### src/rtl/uart_rx_framed.sv
// uart_rx_framed: parametrised UART receiver with parity, stop-bit checking and valid/ready output
// Ports:
//   clock         system clock, rising edge
//   reset         synchronous active-high reset
//   rx            asynchronous serial line, idles high
//   rx_data       received word, LSB first on the line
//   rx_valid      word available, held until rx_valid & rx_ready
//   rx_ready      consumer accepts the word
//   parity_error  parity mismatch on the word in rx_data
//   frame_error   a stop bit of the word in rx_data was sampled low
//   overrun       a completed frame was dropped while rx_valid was held
//   busy          receiver is not idle
module uart_rx_framed #(
    parameter int CLOCKS_PER_BIT = 10,
    parameter int DATA_BITS      = 8,
    parameter int PARITY         = 0,
    parameter int STOP_BITS      = 1
) (
    input  logic                 clock,
    input  logic                 reset,
    input  logic                 rx,
    input  logic                 rx_ready,
    output logic [DATA_BITS-1:0] rx_data,
    output logic                 rx_valid,
    output logic                 parity_error,
    output logic                 frame_error,
    output logic                 overrun,
    output logic                 busy
);
    localparam int CW = $clog2(CLOCKS_PER_BIT);
    localparam logic [CW-1:0] FULL = CW'(CLOCKS_PER_BIT - 1);
    localparam logic [CW-1:0] HALF = CW'(CLOCKS_PER_BIT / 2 - 1);
    localparam logic ODD = (PARITY == 1);

    typedef enum logic [2:0] {S_IDLE, S_START, S_DATA, S_PAR, S_STOP, S_BREAK} state_t;

    state_t               state, state_n;
    logic [1:0]           sync;
    logic [CW-1:0]        cnt, cnt_n;
    logic [3:0]           idx, idx_n;
    logic [DATA_BITS-1:0] shreg;
    logic                 par_p, frm_p, sample, deliver;
    logic                 rxs;

    assign rxs  = sync[1];
    assign busy = (state != S_IDLE);

    always_comb begin
        state_n = state;
        cnt_n   = cnt;
        idx_n   = idx;
        deliver = 1'b0;
        sample  = (cnt == '0) && (state != S_IDLE) && (state != S_BREAK);
        case (state)
            S_IDLE: begin
                if (!rxs) begin
                    state_n = S_START;
                    cnt_n   = HALF;
                end
            end
            S_BREAK: state_n = rxs ? S_IDLE : S_BREAK;
            default: begin
                cnt_n = sample ? FULL : cnt - CW'(1);
                if (sample) begin
                    case (state)
                        S_START: begin
                            state_n = rxs ? S_IDLE : S_DATA;
                            idx_n   = '0;
                        end
                        S_DATA: begin
                            idx_n = idx + 4'd1;
                            if (idx == 4'(DATA_BITS - 1)) begin
                                state_n = (PARITY != 0) ? S_PAR : S_STOP;
                                idx_n   = '0;
                            end
                        end
                        S_PAR: state_n = S_STOP;
                        S_STOP: begin
                            idx_n = idx + 4'd1;
                            if (idx == 4'(STOP_BITS - 1)) begin
                                // a low final stop bit means the line may be held in break
                                deliver = 1'b1;
                                state_n = rxs ? S_IDLE : S_BREAK;
                                idx_n   = '0;
                            end
                        end
                        default: state_n = S_IDLE;
                    endcase
                end
            end
        endcase
    end

    always_ff @(posedge clock) begin
        if (reset) begin
            sync         <= 2'b11;
            state        <= S_IDLE;
            cnt          <= '0;
            idx          <= '0;
            shreg        <= '0;
            par_p        <= 1'b0;
            frm_p        <= 1'b0;
            rx_data      <= '0;
            rx_valid     <= 1'b0;
            parity_error <= 1'b0;
            frame_error  <= 1'b0;
            overrun      <= 1'b0;
        end else begin
            sync  <= {sync[0], rx};
            state <= state_n;
            cnt   <= cnt_n;
            idx   <= idx_n;
            if (state == S_IDLE) begin
                par_p <= 1'b0;
                frm_p <= 1'b0;
            end
            // right shift: after DATA_BITS samples the first bit sits at the LSB
            if (sample && state == S_DATA) shreg <= {rxs, shreg[DATA_BITS-1:1]};
            if (sample && state == S_PAR && rxs != (^shreg ^ ODD)) par_p <= 1'b1;
            if (sample && state == S_STOP && !rxs) frm_p <= 1'b1;
            if (deliver && (!rx_valid || rx_ready)) begin
                rx_data      <= shreg;
                parity_error <= par_p;
                frame_error  <= frm_p | ~rxs;
                rx_valid     <= 1'b1;
            end else if (deliver) begin
                overrun <= 1'b1;
            end else if (rx_valid && rx_ready) begin
                rx_valid <= 1'b0;
            end
            if (rx_valid && rx_ready) overrun <= 1'b0;
        end
    end
endmodule
### config.mk
export PLATFORM = sky130hd
export DESIGN_NAME = uart_rx_framed
export DESIGN_NICKNAME = d
export VERILOG_FILES = /design/src/rtl/uart_rx_framed.sv
export SDC_FILE = /design/constraint.sdc
export NUM_CORES = 1
export LEC_CHECK = 0
export BUFFER_PORTS_ARGS = -buffer_cell sky130_fd_sc_hd__buf_4
export CAP_MARGIN = 15
export CORE_AREA = 2 2 58 60
export DETAILED_ROUTE_END_ITERATION = 6
export DIE_AREA = 0 0 60 62
export GPL_ROUTABILITY_DRIVEN = 0
export PLACE_DENSITY = 0.76
export SLEW_MARGIN = 30
export SYNTH_ARGS = -nofsm -noshare
export SYNTH_HDL_FRONTEND = slang
export SYNTH_SLANG_ARGS = --single-unit
export TNS_END_PERCENT = 5
### constraint.sdc
create_clock -name clock -period 2.1 [get_ports clock]
set_clock_uncertainty 0.05 [all_clocks]
set_input_delay 0.105 -clock clock [delete_from_list [all_inputs] [get_ports clock]]
set_output_delay 0.105 -clock clock [all_outputs]
set_load 0.01 [all_outputs]
# Yosys cells after proc, flatten, opt, wreduce, memory -nomap -nowiden
# Index checks and enable logic that the tools add are counted.
op_classes:
  n_addsub: 2
  eq_ne: 12
  mux: 24
  n_bitwise: 5
  n_reduce_logical: 29
ops:
  columns: ["operator", "count"]
  rows:
  - ["two-way mux 4 bit", 4]
  - ["two-way mux 3 bit", 5]
  - ["case mux 3 bit (4 select lines)", 1]
  - ["case mux 4 bit (3 select lines)", 1]
  - ["two-way mux 1 bit", 10]
  - ["logical AND 1 bit", 9]
  - ["nonzero test 3 bit", 3]
  - ["zero test 4 bit", 2]
  - ["!= test 4 x 3 -> 1 bit (second input constant)", 2]
  - ["case mux 4 bit (2 select lines)", 1]
  - ["XOR reduction 8 bit", 1]
  - ["equality test 3 x 2 -> 1 bit (second input constant)", 2]
  - ["equality test 3 bit (second input constant)", 2]
  - ["case mux 3 bit (2 select lines)", 1]
  - ["AND reduction 2 bit", 3]
  - ["nonzero test 2 bit", 3]
  - ["adder 4 x 1 -> 4 bit (second input constant)", 1]
  - ["equality test 4 x 3 -> 1 bit (second input constant)", 1]
  - ["NOT 1 bit", 4]
  - ["AND reduction 4 bit", 1]
  - ["OR reduction 2 bit", 2]
  - ["subtractor 4 x 1 -> 4 bit (second input constant)", 1]
  - ["equality test 3 x 1 -> 1 bit (second input constant)", 1]
  - ["zero test 3 bit", 1]
  - ["9 further kinds", 10]
totals:
  regBits: 35
  input_bits: 4
  word_cells: 84

# Depth between registers and ports, before layout
# Gate-level depths: netlist of the first run.
logic_depth:
  depth_word: 8
  depth_mapped: 8

# Least setup slack after synthesis of the first run
# No wires, ideal clock.
synth_timing:
  path_type: "reg2reg"
  from: "reg cnt[0]"
  to: "reg frame_error"
  setup_time_ns: 0.130
  t_arrival_ns: 1.608
  setup_slack_ns: 0.312
  stages_incl_launch_ff: 8
  period_less_slack_ns: 1.788
  cell_sequence: "dfxtp_1 inv_1 ha_1 or3b_4 nor2_4 nand4_2 nor3b_2 nor3_2"
synth_between:
  elab_chain_len: 6
synth_lines:
  columns: ["element", "line", "source"]
  rows:
  - ["start, declared", "39", "logic [CW-1:0] cnt, cnt_n;"]
  - ["start signal, assigned", "111", "cnt <= cnt_n;"]
  - ["zero test 4 bit", "53", "sample = (cnt == '0) && (state != S_IDLE) && (state != S_BREAK);"]
  - ["logical AND 1 bit (2 in a row)", "53", null]
  - ["two-way mux 1 bit", "64", "if (sample) begin"]
  - ["two-way mux 1 bit", "54", "case (state)"]
  - ["logical AND 1 bit", "121", "if (deliver && (!rx_valid || rx_ready)) begin"]
  - ["end signal, assigned", "124", "frame_error <= frm_p | ~rxs;"]
  - ["end, declared", "26", "output logic frame_error,"]
# Every way passes these cells.
# A chain may end at the register's enable or synchronous reset.

# Worst setup path after layout of the first run
layout_timing:
  from: "reg cnt[0]"
  to: "reg shreg[6]"
layout_between:
  elab_chain_len: 4
layout_lines:
  columns: ["element", "line", "source"]
  rows:
  - ["zero test 4 bit", "53", null]
  - ["logical AND 1 bit (2 in a row)", "53", null]
  - ["logical AND 1 bit", "118", "if (sample && state == S_DATA) shreg <= {rxs, shreg[DATA_BITS-1:1]};"]
  - ["end signal, assigned", "118", null]
  - ["end, declared", "41", "logic [DATA_BITS-1:0] shreg;"]
# Every way passes these cells.

==> results of run 1 <==
-- state kept, by name (all words and copies together) (netlist names), 2 cells and up --
register and flops:
rx_data 8, state 3, cnt 4, idx 4
shreg 8, sync 2
-- power breakdown --
group	leakage (nW)	total, mW	internal [mW]	switching, mW
clock network	0.0282	0.352	0.129	0.223
registers	0.283	0.678	0.670	0.00811
logic	0.381	0.101	0.0425	0.0585
total	0.692	1.13	0.841	0.290
-- what timing repair did --
action | 4_1_cts | 5_1_grt
hold buffers | 2 | 0
hold endpoints to repair | 2 | 0
gates resized for setup | 0 | 1
endpoints found under the setup margin | 0 | 3
buffers inserted | 0 | 0
-- stage by stage --
step / setup WS [ps] / cells / util (%) / hold WS [ps] / cell area, um^2
global route: 35.8 / 274 / 60.9 / 110 / 1940
detailed placement: 145 / 264 / 58.5 / 245 / 1860
floorplan: 312 / 205 / - / 157 / 1680
finish: 193 / 274 / 60.9 / 107 / 1940
CTS: 131 / 274 / 60.8 / 92.5 / 1930
global placement: 177 / 264 / 58.5 / 242 / 1860
-- cell type report --
| cell class | instances | area (um^2) |
|---|---|---|
| fill | 290 | 1240 |
| sequential | 35 | 701 |
| tap | 46 | 57.6 |
| timing repair buffer | 25 | 193 |
| inverter | 6 | 22.5 |
| multi-input combinational | 154 | 908 |
| clock buffer | 6 | 41.3 |
| clock inverter | 2 | 12.5 |
-- cell usage in the layout (no fill, tap or decap), types with 2 or more instances in the layout --
master	instances
inv_1	6
clkbuf_4	5
a22oi_1	4
nor2b_1	5
nand3_1	13
ha_1	4
o31ai_1	3
dfxtp_1	35
xnor2_1	7
a21oi_1	31
dlygate4sd3_1	2
nor3b_2	3
o21ai_1	4
nand3b_1	2
nor2_1	11
nand2b_1	4
nor3_1	3
or2_2	2
nand2_1	37
buf_4	23
-- per-layer routing --
metal / global-route usage, % / wire length (um) / vias to the layer above
met5: 0 / 0 / -
met3: 6.21 / 123 / 2
met4: 7.62 / 21 / 0
met1: 28.1 / 1650 / 642
li1: - / - / 756
met2: 29.8 / 1410 / 32
-- final timing paths --
check                       from                     to  slack, ps
max          cnt[0]$_SDFFE_PP0P_  shreg[6]$_SDFFE_PP0P_        190
max reg2reg  cnt[0]$_SDFFE_PP0P_  shreg[6]$_SDFFE_PP0P_        190
min reg2reg   sync[0]$_SDFF_PP1_     sync[1]$_SDFF_PP1_        370
min                        reset    cnt[3]$_SDFFE_PP0P_        110
-- cell families (layout without fill, tap and decap cells) --
family / Yosys count / after routing
buf+inv: 16 / 39
flops: 35 / 35
simple gates: 88 / 88
xor+xnor: 8 / 8
fa+ha+maj: 4 / 4
compound gates: 54 / 54
==> impl_metrics.csv, run 1 <==
group,metric,value,unit
worst_hold_path,min_path_type,"primary input to flop",
status,outcome,"finished clean",
global_routing,grt_first_pass_wirelength,5580,um
sta,hold_violations,0,
worst_setup_path,crit_chain,"inv_1, ha_1, or3b_4, nor2_4, buf_4, nand2_1, nand2_1, a21oi_1",
routing,antenna_left,0,
worst_setup_path,worstPathArrival,2070,ps
global_routing,grt_overflow_total,0,
yosys,synthAdderAreaFrac,2.99,%
clock_network,cts-root-buf,"clkbuf_4",
routing,vias_per_cell,5.23,
clock_network,cts_tree,"built",
worst_setup_path,critPathMaxFanout,13,
finish,drive_gt1_share,18.0,%
worst_setup_path,worst_path_largest_cell_delay,420,ps
die,dieArea,3720,um^2
clock_network,insertion_delay,330,ps
worst_setup_path,path_common_cell,"nand2_1",
routing,drc,0,
clock_network,cts.path.max_buffers,2,
worst_setup_path,path_buf_inv,2,
worst_setup_path,cp.required,2260,ps
yosys,yosysMostFrequentCell,"nand2_1",
routing,drt_iter0_drc,41,
routing,wl_per_cell,11.7,um
routing,dr.pass1.iters,4,
yosys,synth_edf_count,0,
worst_setup_path,slowest_stage,"or3b_4",
sta,drv_slew,0,
placed_design,io_buffers,16,
finish,diodes,0,
worst_setup_path,cp_top_family,"simple AND/OR/NAND/NOR gates",
worst_setup_path,worstSetupStartpointType,"flop",
sta,max_freq,524,MHz
sta,final.setup.tns,0,ps
clock_network,htree_levels,2,
global_routing,antenna_found_initial,0,
die,start_util,52.7,%
yosys,synth_xor_area_share,4.18,%
worst_setup_path,cp.depth,8,
worst_setup_path,critPathKind,"flop to flop",
worst_hold_path,holdPathStages,2,
sta,final.period_utilization,90.8,%
die,die_w,60,um
global_routing,grt_max_degree,38,
sta,worst_slew_pin_slew,453,ps
global_routing,grt_use_total,20.3,%
yosys,synth_compound_area_share,19.8,%
sta,rsz0062_at_grt,"false",
yosys,synth_cell_type_count,41,
power_and_ir_drop,leakage,0.692,nW
yosys,ys_top_cells_by_area,"dfxtp_1, a21oi_1, nand2_1",
power_and_ir_drop,peakVddDrop,0.000380,V
die,rows,21,
sta,period_minus_slack,1910,ps
die,die_h,62,um
clock_network,clock-sinks,35,
die,core,3180,um^2
yosys,synth_top_family_by_area,"simple AND/OR/NAND/NOR gates",
yosys,synth_area,1680,um^2
power_and_ir_drop,pwr_density_cell,584,nW/um^2
power_and_ir_drop,power,1.13,mW
worst_setup_path,reg2reg_depth,8,
finish,finalNetCount,235,
yosys,yosys.area.top_type,"dfxtp_1",
clock_network,clk_pin_slew_worst_paths,110,ps
yosys,synth_commonest_cells,"nand2_1, dfxtp_1, a21oi_1, nand3_1, nor2_1",
yosys,yosysWarnings,0,
yosys,synth_cells,205,
sta,setup_violations,0,
worst_setup_path,end_kind,"flop",
clock_network,cts_inserted_buffers,5,
yosys,synth.avg_cell_area,8.17,um^2
sta,slew_headroom,69.8,%
yosys,async_flop_share,0,%
global_routing,first_global_vias,1253,
yosys,syn_nets,213,
die,ios,17,
yosys,synth_top_area_share,41.8,%
routing,vias,1432,
yosys,ys_ff_latch,35,
routing,finalWirelength,3200,um
yosys,synthMuxAreaShare,0,%
yosys,synth-main-ff-cell,"dfxtp_1",
yosys,yosys.area_share.simple,27.2,%
placed_design,dp_hpwl,2230,um
finish,synthToLayoutAreaGrowth,15.5,%
yosys,seq_area_frac_synth,41.8,%
flow_run,cap_violations,0,
(Power assumes the default switching activity.)
==> inputs of run 2 (changes only) <==
--- a/config.mk
+++ b/config.mk
@@ -5,13 +5,14 @@
 export SDC_FILE = /design/constraint.sdc
 export NUM_CORES = 1
 export LEC_CHECK = 0
+export ABC_AREA = 1
 export BUFFER_PORTS_ARGS = -buffer_cell sky130_fd_sc_hd__buf_4
 export CAP_MARGIN = 15
-export CORE_AREA = 2 2 58 60
+export CORE_AREA = 3 3 60 62
 export DETAILED_ROUTE_END_ITERATION = 6
-export DIE_AREA = 0 0 60 62
+export DIE_AREA = 0 0 63 65
 export GPL_ROUTABILITY_DRIVEN = 0
-export PLACE_DENSITY = 0.76
+export PLACE_DENSITY = 0.77
 export SLEW_MARGIN = 30
 export SYNTH_ARGS = -nofsm -noshare
 export SYNTH_HDL_FRONTEND = slang
==> impl_metrics.csv, run 2 <==
group,metric,value,unit
status,outcome,"finished clean",
worst_setup_path,worstSetupStartpointType,"flop",
sta,final.period_utilization,80.5,%
yosys,synth.avg_cell_area,7.31,um^2
yosys,synth_top_area_share,39.8,%
yosys,ys_top_cells_by_area,"dfxtp_1, nand2_1, a21oi_1",
yosys,ys_ff_latch,35,
worst_hold_path,holdPathStages,1,
routing,wl_per_cell,10.9,um
global_routing,antenna_found_initial,0,
global_routing,grt_use_total,17.7,%
sta,max_freq,591,MHz
yosys,synth_commonest_cells,"nand2_1, inv_1, dfxtp_1, a21oi_1, o21ai_0",
die,start_util,57.2,%
routing,antenna_left,0,
worst_setup_path,critPathMaxFanout,19,
worst_setup_path,worst_r2r_endpoint,"frame_error$_SDFFE_PP0P_",
placed_design,placed_area,1900,um^2
die,die_h,65,um
sta,hold_violations,0,
power_and_ir_drop,pwr_density_cell,1120,nW/um^2
power_and_ir_drop,leakage,0.862,nW
worst_setup_path,slowest_stage,"dfxtp_1",
clock_network,cts.path.max_buffers,2,
yosys,async_flop_share,0,%
sta,setup_violations,0,
sta,drv_slew,0,
yosys,synth_area,1760,um^2
finish,fin_cells,305,
sta,rsz0062_at_grt,"false",
yosys,yosys.area.top_type,"dfxtp_1",
clock_network,ctsResizeCount,0,
die,core,3080,um^2
yosys,synth_cell_type_count,29,
sta,final.setup.tns,0,ps
placed_design,dp_hpwl,2370,um
global_routing,grt_first_pass_wirelength,5780,um
clock_network,cts_inserted_buffers,5,
sta,slew_headroom,63.7,%
worst_setup_path,worst_path_largest_cell_delay,320,ps
die,dieArea,4100,um^2
clock_network,clk_pin_slew_worst_paths,110,ps
finish,finalNetCount,270,
worst_hold_path,min_path_type,"flop to flop",
global_routing,grt_max_degree,22,
yosys,seq_area_frac_synth,39.8,%
routing,finalWirelength,3310,um
sta,period_minus_slack,1690,ps
routing,drt_iter0_drc,65,
yosys,yosysMostFrequentCell,"nand2_1",
clock_network,insertion_delay,340,ps
worst_hold_path,whs_endpoint,"sync[1]$_SDFF_PP1_",
finish,layout_common_cells,"nand2_1, inv_1, dfxtp_1, a21oi_1, o21ai_0",
routing,dr.pass1.iters,4,
finish,drive_gt1_share,17.2,%
yosys,synth_cells,241,
worst_setup_path,r2r-start,"cnt[0]$_SDFFE_PP0P_",
finish,layout_commonest_cell,"nand2_1",
global_routing,grt_overflow_total,0,
finish,diodes,0,
clock_network,clock-sinks,35,
worst_hold_path,min-delay-start,"sync[0]$_SDFF_PP1_",
die,ios,17,
clock_network,cts-root-buf,"clkbuf_4",
worst_setup_path,path_common_cell,"inv_1",
worst_setup_path,crit_chain,"inv_1, ha_1, nand3_2, nor2_4, nand2_4, nor2_8, inv_1, nor3_1, nor2_1",
routing,drc,0,
sta,setup_ws,409,ps
worst_setup_path,reg2reg_depth,9,
yosys,syn_nets,249,
finish,synthToLayoutAreaGrowth,11.9,%
routing,vias,1510,
clock_network,cts_tree,"built",
global_routing,first_global_vias,1307,
worst_setup_path,end_kind,"flop",
finish,reg.largest.list,"rx_data: 8 flops, shreg: 8 flops",
placed_design,dp.cells,296,
sta,worst_slew_pin_slew,544,ps
flow_run,cap_violations,0,
worst_setup_path,regToRegSetupSlack,410,ps
routing,vias_per_cell,4.95,
power_and_ir_drop,peakVddDrop,0.000494,V
placed_design,dp_slack,439,ps
die,rows,20,
placed_design,io_buffers,16,
clock_network,htree_levels,2,
yosys,yosysWarnings,0,
finish,final_area,1970,um^2
die,die_w,63,um
worst_setup_path,critPathKind,"flop to flop",
worst_setup_path,worstPathArrival,1870,ps
worst_setup_path,cp.required,2280,ps
yosys,synth_edf_count,0,
yosys,synth-main-ff-cell,"dfxtp_1",
[run 2: cell types whose count changed after synthesis, sizes merged, moves of 3 or more]
cell,before,now
o21ai,5,28
xnor2,7,1
nand3,13,16
clkbuf,6,1
nand2b,4,0
inv,6,38
a22oi,4,0
nand2,37,51
nor2,12,23
o31ai,3,0
nor3b,4,0
nor2b,5,0
[run 2: power breakdown]
group / internal (mW) / leakage (nW) / switching [mW]
Combinational: 0.355 / 0.554 / 0.631
Clock: 0.119 / 0.0242 / 0.209
Sequential: 0.782 / 0.284 / 0.104
[run 2: layout make-up]
cell class,count,area [um^2]
clock buffers,6,41.3
multi-input cells,163,882
fillers,266,1110
flip-flops and latches,35,701
inverters,38,143
well taps,44,55.1
repair buffers,19,150
[run 2: worst max-delay path by stage]
stage	depth (start not counted)	to	slack, ps	startpoint
final	9	frame_error$_SDFFE_PP0P_	410	cnt[0]$_SDFFE_PP0P_
after detailed placement	9	frame_error$_SDFFE_PP0P_	440	cnt[0]$_SDFFE_PP0P_
after global placement	9	frame_error$_SDFFE_PP0P_	450	cnt[0]$_SDFFE_PP0P_
after global routing	6	shreg[3]$_SDFFE_PP0P_	190	cnt[0]$_SDFFE_PP0P_
after floorplan	11	state[1]$_SDFFE_PP0P_	650	cnt[0]$_SDFFE_PP0P_
after CTS	9	frame_error$_SDFFE_PP0P_	400	cnt[0]$_SDFFE_PP0P_
[run 2: kinds of logic after synthesis]
group | count (synthesis) | synth area share (%)
flops | 35 | 39.8
compound gates | 61 | 18.5
buf+inv | 43 | 10.2
xor+xnor | 3 | 1.49
simple gates | 95 | 27.3
fa+ha+maj | 4 | 2.84
[run 2: worst max-delay path, delay by kind of cell (launching register included)]
kind,cells,cell delay [ps]
adder cells (fa/ha/maj),1,170
flip-flops,1,320
AND/OR/NAND/NOR,6,850
buffers and inverters,2,190
[run 2: through the flow]
stage	util, %	hold WS [ps]	power (mW)
6_report	64.1	364	2.20
5_1_grt	64.1	392	2.41
4_1_cts	64.1	366	2.21
3_5_place_dp	61.7	243	1.88
3_3_place_gp	61.7	239	1.86
2_1_floorplan	-	133	1.67
[run 2: layer usage]
layer,track usage [%],up-vias,part of all wire (%)
met1,24.2,653,51
met5,0,-,0
met3,4.16,8,4.9
met2,26.5,28,43
met4,7.44,0,1.7
li1,-,821,-
[run 2: what timing repair did]
item,4_1_cts,5_1_grt
hold buffers,3,0
setup buffers,0,0
endpoints found under the hold margin,5,0
endpoints found under the setup margin,0,0
==> inputs of run 3 (changes only) <==
--- a/config.mk
+++ b/config.mk
@@ -5,14 +5,14 @@
 export SDC_FILE = /design/constraint.sdc
 export NUM_CORES = 1
 export LEC_CHECK = 0
-export ABC_AREA = 1
+export ABC_AREA = 0
 export BUFFER_PORTS_ARGS = -buffer_cell sky130_fd_sc_hd__buf_4
 export CAP_MARGIN = 15
-export CORE_AREA = 3 3 60 62
+export CORE_AREA = 3 3 61 63
 export DETAILED_ROUTE_END_ITERATION = 6
-export DIE_AREA = 0 0 63 65
+export DIE_AREA = 0 0 64 66
 export GPL_ROUTABILITY_DRIVEN = 0
-export PLACE_DENSITY = 0.77
+export PLACE_DENSITY = 0.75
 export SLEW_MARGIN = 30
 export SYNTH_ARGS = -nofsm -noshare
 export SYNTH_HDL_FRONTEND = slang
==> constraint.sdc (replaced) <==
create_clock -name clock -period 1.49 [get_ports clock]
set_clock_uncertainty 0.05 [all_clocks]
set_input_delay 0.0745 -clock clock [delete_from_list [all_inputs] [get_ports clock]]
set_output_delay 0.0745 -clock clock [all_outputs]
set_load 0.01 [all_outputs]
==> impl_metrics.csv, run 3 (synthesis results as in run 1) <==
group,metric,value,unit
status,outcome,"finished with violations",
status,violations,"setup timing",
routing,vias,1608,
placed_design,io_buffers,16,
routing,drc,0,
finish,diodes,0,
worst_setup_path,critPathMaxFanout,5,
worst_setup_path,worstPathArrival,2040,ps
power_and_ir_drop,leakage,0.894,nW
worst_setup_path,worstSetupStartpointType,"flop",
worst_setup_path,critPathKind,"flop to flop",
sta,period_minus_slack,1800,ps
die,start_util,51.0,%
routing,drt_iter0_drc,110,
routing,dr.pass1.iters,5,
clock_network,cts-root-buf,"clkbuf_4",
power_and_ir_drop,power,1.71,mW
power_and_ir_drop,pwr_density_cell,736,nW/um^2
die,rows,21,
finish,layout_commonest_cell,"buf_4",
finish,synthToLayoutAreaGrowth,38.5,%
worst_setup_path,cp.required,1730,ps
routing,vias_per_cell,5.17,
clock_network,cts_tree,"built",
worst_setup_path,startpoint,"cnt[1]$_SDFFE_PP0P_",
die,ios,17,
worst_setup_path,crit_end,"rx_data[2]$_SDFFE_PP0P_",
die,die_h,66,um
placed_design,dp_hpwl,2680,um
die,core,3280,um^2
sta,final.period_utilization,121,%
placed_design,dp_slack,-316,ps
global_routing,grt_first_pass_wirelength,6850,um
sta,drv_slew,0,
global_routing,first_global_vias,1518,
worst_setup_path,r2r-start,"cnt[1]$_SDFFE_PP0P_",
routing,antenna_left,0,
worst_hold_path,min_path_type,"primary input to flop",
sta,setup_ws,-306,ps
global_routing,grt_max_degree,38,
routing,wl_per_cell,12.7,um
sta,hold_violations,0,
sta,worst_hold_slack,61.2,ps
clock_network,cts_inserted_buffers,5,
flow_run,cap_violations,0,
finish,fin_util,70.7,%
clock_network,htree_levels,2,
worst_setup_path,end_kind,"flop",
global_routing,grt_use_total,20.7,%
sta,rsz0062_at_grt,"true",
worst_setup_path,reg2reg_depth,8,
finish,finalNetCount,272,
finish,reg.largest.list,"rx_data: 8 flops, shreg: 8 flops",
clock_network,clock-sinks,35,
routing,finalWirelength,3940,um
worst_hold_path,min-delay-start,"reset",
sta,worst_slew_pin_slew,480,ps
clock_network,cts.path.max_buffers,2,
finish,layout_common_cells,"buf_4, nand2_1, dfxtp_1, a21oi_1, nand3_1",
die,die_w,64,um
sta,slew_headroom,67.9,%
sta,setup_violations,29,
worst_setup_path,regToRegSetupSlack,-310,ps
global_routing,antenna_found_initial,0,
sta,max_freq,557,MHz
worst_setup_path,worst_r2r_endpoint,"rx_data[2]$_SDFFE_PP0P_",
finish,drive_gt1_share,38.5,%
clock_network,clk_pin_slew_worst_paths,110,ps
clock_network,insertion_delay,360,ps
die,dieArea,4220,um^2
power_and_ir_drop,peakVddDrop,0.000578,V
global_routing,grt_overflow_total,0,
## run 3: cell count changes in the layout (fill, tap and decap cells not counted), sizes merged, moves of 3 or more
cell	delta
buf	+44
inv	-32
o21ai	-23
nand2	-14
nor2	-11
xnor2	+6
nor2b	+5
a22oi	+4
nand2b	+4
nor3b	+4
nand3	-3
o31ai	+3
## run 3: worst max-delay path, cell delays in order, from the launching register on
cell     delay (ps)
dfxtp_2         340
inv_2            70
ha_4            130
or3b_4          390
nor2_4          170
and4_4          260
buf_6           120
nand2_1          70
a21oi_2         120
## run 3: power by group
group          switching (mW)  internal [mW]  leakage (nW)  total (mW)
clock network           0.349          0.180        0.0272       0.529
registers             0.00696          0.944         0.285       0.951
logic                   0.114          0.116         0.582       0.229
## run 3: what timing repair did
item,in CTS,in global routing
pin swaps,4,5
resized for setup,13,10
hold buffers,2,0
setup buffers,4,0
endpoints found under the setup margin,34,34
hold endpoints to repair,2,0
## run 3: per-layer routing
metal	global-route usage [%]	routed length (um)	up-vias	part of all wire, %
met1	27.2	1950	740	49
li1	-	-	830	-
met2	32.3	1780	31	45
met3	5.27	137	7	3.5
met4	8.09	70	0	1.8
met5	0	0	-	0
## run 3: layout make-up
cell class	count	area (um^2)
clock buffers	5	37.5
multi-input cells	154	995
repair buffers	62	482
clock inverters	3	20.0
flip-flops and latches	35	707
inverters	6	22.5
well taps	46	57.6
fillers	271	963
## run 3: worst min path at each step
stage / end / slack (ps) / cells past startpoint
5_1_grt: cnt[0]$_SDFFE_PP0P_ / 70 / 2
3_5_place_dp: sync[0]$_SDFF_PP1_ / 210 / 2
2_1_floorplan: overrun$_SDFFE_PP0P_ / 130 / 1
4_1_cts: cnt[0]$_SDFFE_PP0P_ / 50 / 2
3_3_place_gp: sync[0]$_SDFF_PP1_ / 210 / 2
6_report: cnt[0]$_SDFFE_PP0P_ / 60 / 2
## run 3: metrics by stage
step / TNS [ps] / cell area (um^2) / cells
after floorplan: -3610 / 1710 / 205
after global placement: -5650 / 2130 / 297
after detailed placement: -6490 / 2130 / 297
after CTS: -5660 / 2290 / 311
after global routing: -8860 / 2320 / 311
final: -6430 / 2320 / 311
